==> src/rtl/net_pkg.sv <==
// net_pkg: shared protocol constants and L4 parser state encoding
package net_pkg;
  localparam logic [7:0] IP_PROTO_UDP  = 8'd17;
  localparam logic [7:0] IP_PROTO_TCP  = 8'd6;
  localparam int         IPV4_MIN_HDR  = 20;
  localparam int         UDP_HDR_LEN   = 8;
  localparam int         TCP_FLAGS_OFF = 13;
  typedef enum logic [2:0] {IDLE, IP_HDR, L4_HDR, WAIT_PROTO, PAYLOAD, DROP} l4_state_t;
endpackage

==> src/rtl/l4_parser.sv <==
// l4_parser: locates the UDP/TCP header behind the IPv4 header, extracts ports/length/flags, re-registers the stream
// Ports: clk, rst_n (async, active-low); tdata_in/idx_in/data_valid_in/last_flag_in input stream;
//   ipv4_parser_ready/protocol_in from the IPv4 parser; *_out stream delayed one cycle;
//   l4_parser_ready, src_port, dst_port, udp_length, tcp_flags, l4_err decision outputs.
// Build option: define L4_TCP_PARSE_EN to accept TCP (protocol 6) and capture tcp_flags.
module l4_parser
  import net_pkg::*;
#(
  parameter int DATA_WIDTH = 64
) (
  input  logic                                clk,
  input  logic                                rst_n,
  input  logic [DATA_WIDTH-1:0]               tdata_in,
  input  logic [$clog2(DATA_WIDTH/8+1)-1:0]   idx_in,
  input  logic                                data_valid_in,
  input  logic                                last_flag_in,
  input  logic                                ipv4_parser_ready,
  input  logic [7:0]                          protocol_in,
  output logic [DATA_WIDTH-1:0]               tdata_out,
  output logic [$clog2(DATA_WIDTH/8+1)-1:0]   idx_out,
  output logic                                data_valid_out,
  output logic                                last_flag_out,
  output logic                                l4_parser_ready,
  output logic [15:0]                         src_port,
  output logic [15:0]                         dst_port,
  output logic [15:0]                         udp_length,
  output logic [7:0]                          tcp_flags,
  output logic                                l4_err
);
  localparam int NB = DATA_WIDTH / 8;
  localparam int IW = $clog2(NB + 1);
`ifdef L4_TCP_PARSE_EN
  localparam logic [8:0] HDR_END = 9'(TCP_FLAGS_OFF);
`else
  localparam logic [8:0] HDR_END = 9'(UDP_HDR_LEN - 1);
`endif
  l4_state_t             r_state, w_state;
  logic [7:0]            r_cnt, w_cnt;
  logic [3:0]            r_ihl, w_ihl;
  logic [15:0]           r_src, w_src, r_dst, w_dst, r_len, w_len;
  logic [7:0]            r_flags, w_flags;
  logic                  r_ready, w_ready, r_err, w_err;
  logic [8:0]            w_base, w_off, w_l4_off, w_rel, w_sum;
  logic [7:0]            w_byte;
  logic [DATA_WIDTH-1:0] r_tdata;
  logic [IW-1:0]         r_idx;
  logic                  r_valid, r_last;

  // Lanes are walked in order so the header boundary and field captures can
  // all fall inside one beat; offsets are 9 bits so cnt+lane never wraps.
  always_comb begin
    w_state = r_state;
    w_cnt = r_cnt;
    w_ihl = r_ihl;
    w_src = r_src;
    w_dst = r_dst;
    w_len = r_len;
    w_flags = r_flags;
    w_ready = r_ready;
    w_err = r_err;
    w_base = r_state == IDLE ? 9'd0 : {1'b0, r_cnt};
    w_off = '0;
    w_l4_off = '0;
    w_rel = '0;
    w_byte = '0;
    w_sum = w_base + 9'(idx_in);
    if (data_valid_in && idx_in != '0) begin
      if (r_state == IDLE) begin
        w_state = IP_HDR;
        w_ready = 1'b0;
        w_err = 1'b0;
        w_src = '0;
        w_dst = '0;
        w_len = '0;
        w_flags = '0;
      end
      for (int l = 0; l < NB; l++) begin
        if (l < int'(idx_in)) begin
          w_off = w_base + 9'(l);
          w_byte = tdata_in[l*8 +: 8];
          if (w_state == IP_HDR && w_off == 9'd0) begin
            w_ihl = w_byte[3:0];
            if (w_byte[7:4] != 4'd4) begin
              w_err = 1'b1;
              w_state = DROP;
            end
          end
          w_l4_off = w_ihl >= 4'd5 ? {3'b0, w_ihl, 2'b0} : 9'(IPV4_MIN_HDR);
          if (w_state == IP_HDR && w_off >= w_l4_off) w_state = L4_HDR;
          if (w_state == L4_HDR) begin
            w_rel = w_off - w_l4_off;
            w_src = w_rel == 9'd0 ? {w_byte, w_src[7:0]} : w_rel == 9'd1 ? {w_src[15:8], w_byte} : w_src;
            w_dst = w_rel == 9'd2 ? {w_byte, w_dst[7:0]} : w_rel == 9'd3 ? {w_dst[15:8], w_byte} : w_dst;
            w_len = w_rel == 9'd4 ? {w_byte, w_len[7:0]} : w_rel == 9'd5 ? {w_len[15:8], w_byte} : w_len;
`ifdef L4_TCP_PARSE_EN
            if (w_rel == 9'(TCP_FLAGS_OFF)) w_flags = w_byte;
`endif
            if (w_rel == HDR_END) w_state = WAIT_PROTO;
          end
        end
      end
      w_cnt = w_sum > 9'd255 ? 8'hFF : w_sum[7:0];
    end
    if (w_state == WAIT_PROTO && ipv4_parser_ready) begin
      if (protocol_in == IP_PROTO_UDP) begin
        w_flags = '0;
        w_ready = 1'b1;
        w_state = PAYLOAD;
      end
`ifdef L4_TCP_PARSE_EN
      else if (protocol_in == IP_PROTO_TCP) begin
        w_len = '0;
        w_ready = 1'b1;
        w_state = PAYLOAD;
      end
`endif
      else begin
        w_err = 1'b1;
        w_state = DROP;
      end
    end
    // An idx_in==0 beat carries no bytes but its last flag still ends the frame.
    if (data_valid_in && last_flag_in && w_state != IDLE) begin
      if (w_state inside {IP_HDR, L4_HDR, WAIT_PROTO}) w_err = 1'b1;
      w_state = IDLE;
    end
  end

  always_ff @(posedge clk or negedge rst_n) begin
    if (!rst_n) begin
      r_state <= IDLE;
      r_cnt <= '0;
      r_ihl <= '0;
      r_src <= '0;
      r_dst <= '0;
      r_len <= '0;
      r_flags <= '0;
      r_ready <= 1'b0;
      r_err <= 1'b0;
      r_tdata <= '0;
      r_idx <= '0;
      r_valid <= 1'b0;
      r_last <= 1'b0;
    end else begin
      r_state <= w_state;
      r_cnt <= w_cnt;
      r_ihl <= w_ihl;
      r_src <= w_src;
      r_dst <= w_dst;
      r_len <= w_len;
      r_flags <= w_flags;
      r_ready <= w_ready;
      r_err <= w_err;
      r_tdata <= tdata_in;
      r_idx <= idx_in;
      r_valid <= data_valid_in;
      r_last <= last_flag_in;
    end
  end

  assign tdata_out = r_tdata;
  assign idx_out = r_idx;
  assign data_valid_out = r_valid;
  assign last_flag_out = r_last;
  assign l4_parser_ready = r_ready;
  assign src_port = r_src;
  assign dst_port = r_dst;
  assign udp_length = r_len;
  assign tcp_flags = r_flags;
  assign l4_err = r_err;
endmodule

==> config.mk <==
export PLATFORM = sky130hd
export DESIGN_NAME = l4_parser
export DESIGN_NICKNAME = d
export VERILOG_FILES = /design/src/rtl/net_pkg.sv /design/src/rtl/l4_parser.sv
export SDC_FILE = /design/constraint.sdc
export NUM_CORES = 1
export LEC_CHECK = 0
export ABC_CLOCK_PERIOD_IN_PS = 61500
export CORE_MARGIN = 2
export CORE_UTILIZATION = 45
export DETAILED_ROUTE_END_ITERATION = 16
export HOLD_SLACK_MARGIN = 0.1
export PLACE_DENSITY_LB_ADDON = 0.1
export SLEW_MARGIN = 10
export SYNTH_ARGS = -nofsm -noshare
export SYNTH_HDL_FRONTEND = slang
export SYNTH_SLANG_ARGS = --single-unit
==> constraint.sdc <==
create_clock -name clk -period 61.5 [get_ports clk]
set_clock_uncertainty 0.15 [all_clocks]
set_input_delay 12.3 -clock clk [delete_from_list [all_inputs] [get_ports clk]]
set_output_delay 12.3 -clock clk [all_outputs]
set_load 0.05 [all_outputs]
==> flow_summary.toml <==
[detailed_routing]
drtAntennaViolNets = 0
wl_met2_mm = 27.6
drt-met1-wl_mm = 27.8
viasPerCell = 6.70
drt_first_pass_iters = 9
wl_met3_mm = 9.48
post_drt_wl_per_cell_um = 27.8
highest_layer = "met4"
route.detailed.drc = 0
vias = 16300
wl_mm = 67.6
dr.first_iter.drc_count = 2341

[clock_network]
cts_made_buffers = 17
cts_buffer_depth = 2
clock-sinks = 143
clk_pin_slew_worst_paths_ns = 0.07
tritoncts = "yes"
post_cts_buffers = 0
cts_hold_buf = 0
clk_latency_ns = 0.46
cts.htree.levels = 4
root_buffer = "clkbuf_16"
cts-resized-gates = 0

[sta]
drv_slew = 0
finalSetupTns_ns = 0
finalHoldViolations = 0
max_freq_mhz = 29.5
worst_pin_slew_ns = 1.17
rsz0062_at_grt = "no"
finalCritPeriodShare_pct = 55.1
relSlewSlack_pct = 19.8
period_needed_ns = 33.87
setup_viol = 0
worst_slack_ns = 27.63

[synth]
ys_seq_area_share_pct = 24.2
synth_flop_cell = "dfrtp_1"
syn_nets = 1976
synth_edf_count = 0
synth_common_cells = "nand2_1, mux2i_1, nor2_1"
yosys.area.top_type_share_pct = 24.2
syn_area_sq_um = 14800
ys_seq_elements = 143
ys_top_cells_by_area = "dfrtp_1, mux2i_1, nand2_1"
ys_warn_count = 0
postSynth.asyncResetShare_pct = 100
synth_top_area_cell = "dfrtp_1"
synthMostInstantiatedCell = "nand2_1"
synthCells = 1841
avgSynthCellArea_sq_um = 8.02
synth_cell_type_count = 105

[die]
core_area_sq_um = 32500
dieHeight_um = 185
placementRows = 66
die_w_um = 185
initial_core_util_pct = 45.5
io_pins = 209
die_area_sq_um = 34300

[critical_path]
worst_setup_path_start_kind = "primary input"
crit_type = "in2reg"
crit_top_cell = "o21ai_0"
end_kind = "register"
crit_path_max_incr_delay_ns = 0.74
worstPathMaxFanout = 8
rr_worst_depth = 96
critPathRequiredTime_ns = 61.70
worstSetupPathDepth = 91
cpLargestDelayFamily = "compound AO/OA/AOI/OAI gates"
path_buf_inv = 3
crit_slowest_cell = "nor3_1"
arrival_ns = 34.06

[placed_design]
dp_slack_ns = 27.81
post-dp-hpwl_mm = 50.6
io_buffers = 208
place_inst = 2401
gp_congestion = 1.05

[finish]
stdcell_count = 2434
drive_above_1_share_pct = 8.54
syn2layout_area_growth_pct = 20.1
layout.nets = 2113

[power_and_ir_drop]
switching_share_pct = 57.6
ir_drop_v = 0.0000363
pwr-share-seq_pct = 13.7
p_switching_w = 0.000653
power_density_nw_per_um2 = 63.9
clkPwrFrac_pct = 9.3
combPwrFrac_pct = 77.0
internal_power_w = 0.000480
p_leak_nw = 7.44

[global_routing]
grt_pass1_wl_mm = 98.8
grt_max_degree = 87
overflow = 0
antenna_found_initial = 1
grt_pass1_vias = 15300
grt_usage_pct = 39.2

[run_status]
run_status = "finished clean"

[flow_run]
maxCapViolCount = 0

[worst_hold_path]
hold_depth = 1
min_path_type = "reg2reg"
-- cell type report --
class,instances,area (sq um)
repair buffers,242,2340
fillers,3080,14700
clock buffers,18,439
multi-input cells,1500,10400
flip-flops and latches,143,3580
well taps,442,553
clock inverters,14,139
diodes,1,2.50
inverters,74,278
-- state kept, by name (all words and copies together) (netlist names) --
signal and cells:
tcp_flags 8, r_cnt 8, last_flag_out 1, l4_parser_ready 1, dst_port 16, l4_err 1, idx_out 4, udp_length 16
src_port 16, r_state 3, r_ihl 4, tdata_out 64, data_valid_out 1
-- power groups by stage --
stage | Clock (W) | Combinational, W | Sequential [W]
floorplan | 0 | 0.000532 | 0.000196
global placement | 0 | 0.000827 | 0.000152
detailed placement | 0 | 0.000837 | 0.000151
CTS | 0.000107 | 0.000841 | 0.000150
global route | 0.000110 | 0.000930 | 0.000154
finish | 0.000106 | 0.000871 | 0.000155
-- worst reg2reg max path, delay by kind of cell, from the launching register on --
| kind | cells | cell delay [ns] |
|---|---|---|
| buf+inv | 3 | 0.50 |
| simple gates | 34 | 8.43 |
| mux | 2 | 0.87 |
| compound gates | 47 | 10.92 |
| fa+ha+maj | 10 | 3.09 |
| flops | 1 | 0.38 |
-- per-layer routing --
layer  up-vias  global-route usage, %
met1      7822                   53.5
met2      1137                   56.1
met5         -                      0
met3       175                   14.5
met4         0                   14.9
li1       7185                      -
-- stage by stage --
step | total power (W) | hold slack, ns | area (sq um) | utilization, %
after global placement | 0.000979 | 0.322 | 17100 | 52.8
after floorplan | 0.000728 | 0.334 | 14800 | -
after CTS | 0.00110 | 0.343 | 17700 | 54.6
after detailed placement | 0.000988 | 0.323 | 17100 | 52.8
final | 0.00113 | 0.340 | 17700 | 54.6
after global routing | 0.00119 | 0.363 | 17700 | 54.6
-- worst paths after layout --
| path | from | end | slack, ns |
|---|---|---|---|
| setup / recovery | tdata_in[3] | udp_length[6] | 27.63 |
| setup reg to reg | r_state[0] | udp_length[6] | 37.08 |
| hold / removal | tcp_flags[5] | tcp_flags[5] | 0.34 |
| max in group asynchronous | rst_n | tdata_out[43] | 48.18 |
| min in group asynchronous | rst_n | tdata_out[16] | 11.73 |
| hold reg to reg | tcp_flags[5] | tcp_flags[5] | 0.34 |
-- cells in the final DEF (no fill, tap or decap), types with 18 or more instances in the layout --
cell | Yosys | routed
clkdlybuf4s50_1 | 0 | 207
a31oi_1 | 44 | 44
nand3_1 | 49 | 49
a21o_1 | 18 | 18
o21ai_0 | 89 | 89
a21oi_1 | 86 | 86
nor3_1 | 41 | 41
nand2_1 | 188 | 188
o211ai_1 | 25 | 25
inv_1 | 72 | 72
dfrtp_1 | 143 | 143
and3_1 | 23 | 23
o22ai_1 | 51 | 51
nor2_1 | 158 | 158
nor2b_1 | 30 | 28
nand2b_1 | 21 | 21
mux2_2 | 43 | 43
nand4_1 | 35 | 35
and2_1 | 19 | 19
xor2_1 | 19 | 19
mux2i_1 | 160 | 160
o31ai_1 | 19 | 19
buf_4 | 1 | 34
a211o_1 | 34 | 34
ha_1 | 45 | 45
o21a_1 | 21 | 21
-- cells by family after synthesis --
family	synth area share (%)
AND/OR/NAND/NOR	23.0
AO/OA/AOI/OAI	26.1
multiplexers	14.1
buffers and inverters	5.51
flip-flops	24.2
adder cells (fa/ha/maj)	5.04
XOR/XNOR	2.01
No activity file was read; power rests on OpenSTA's default activity.
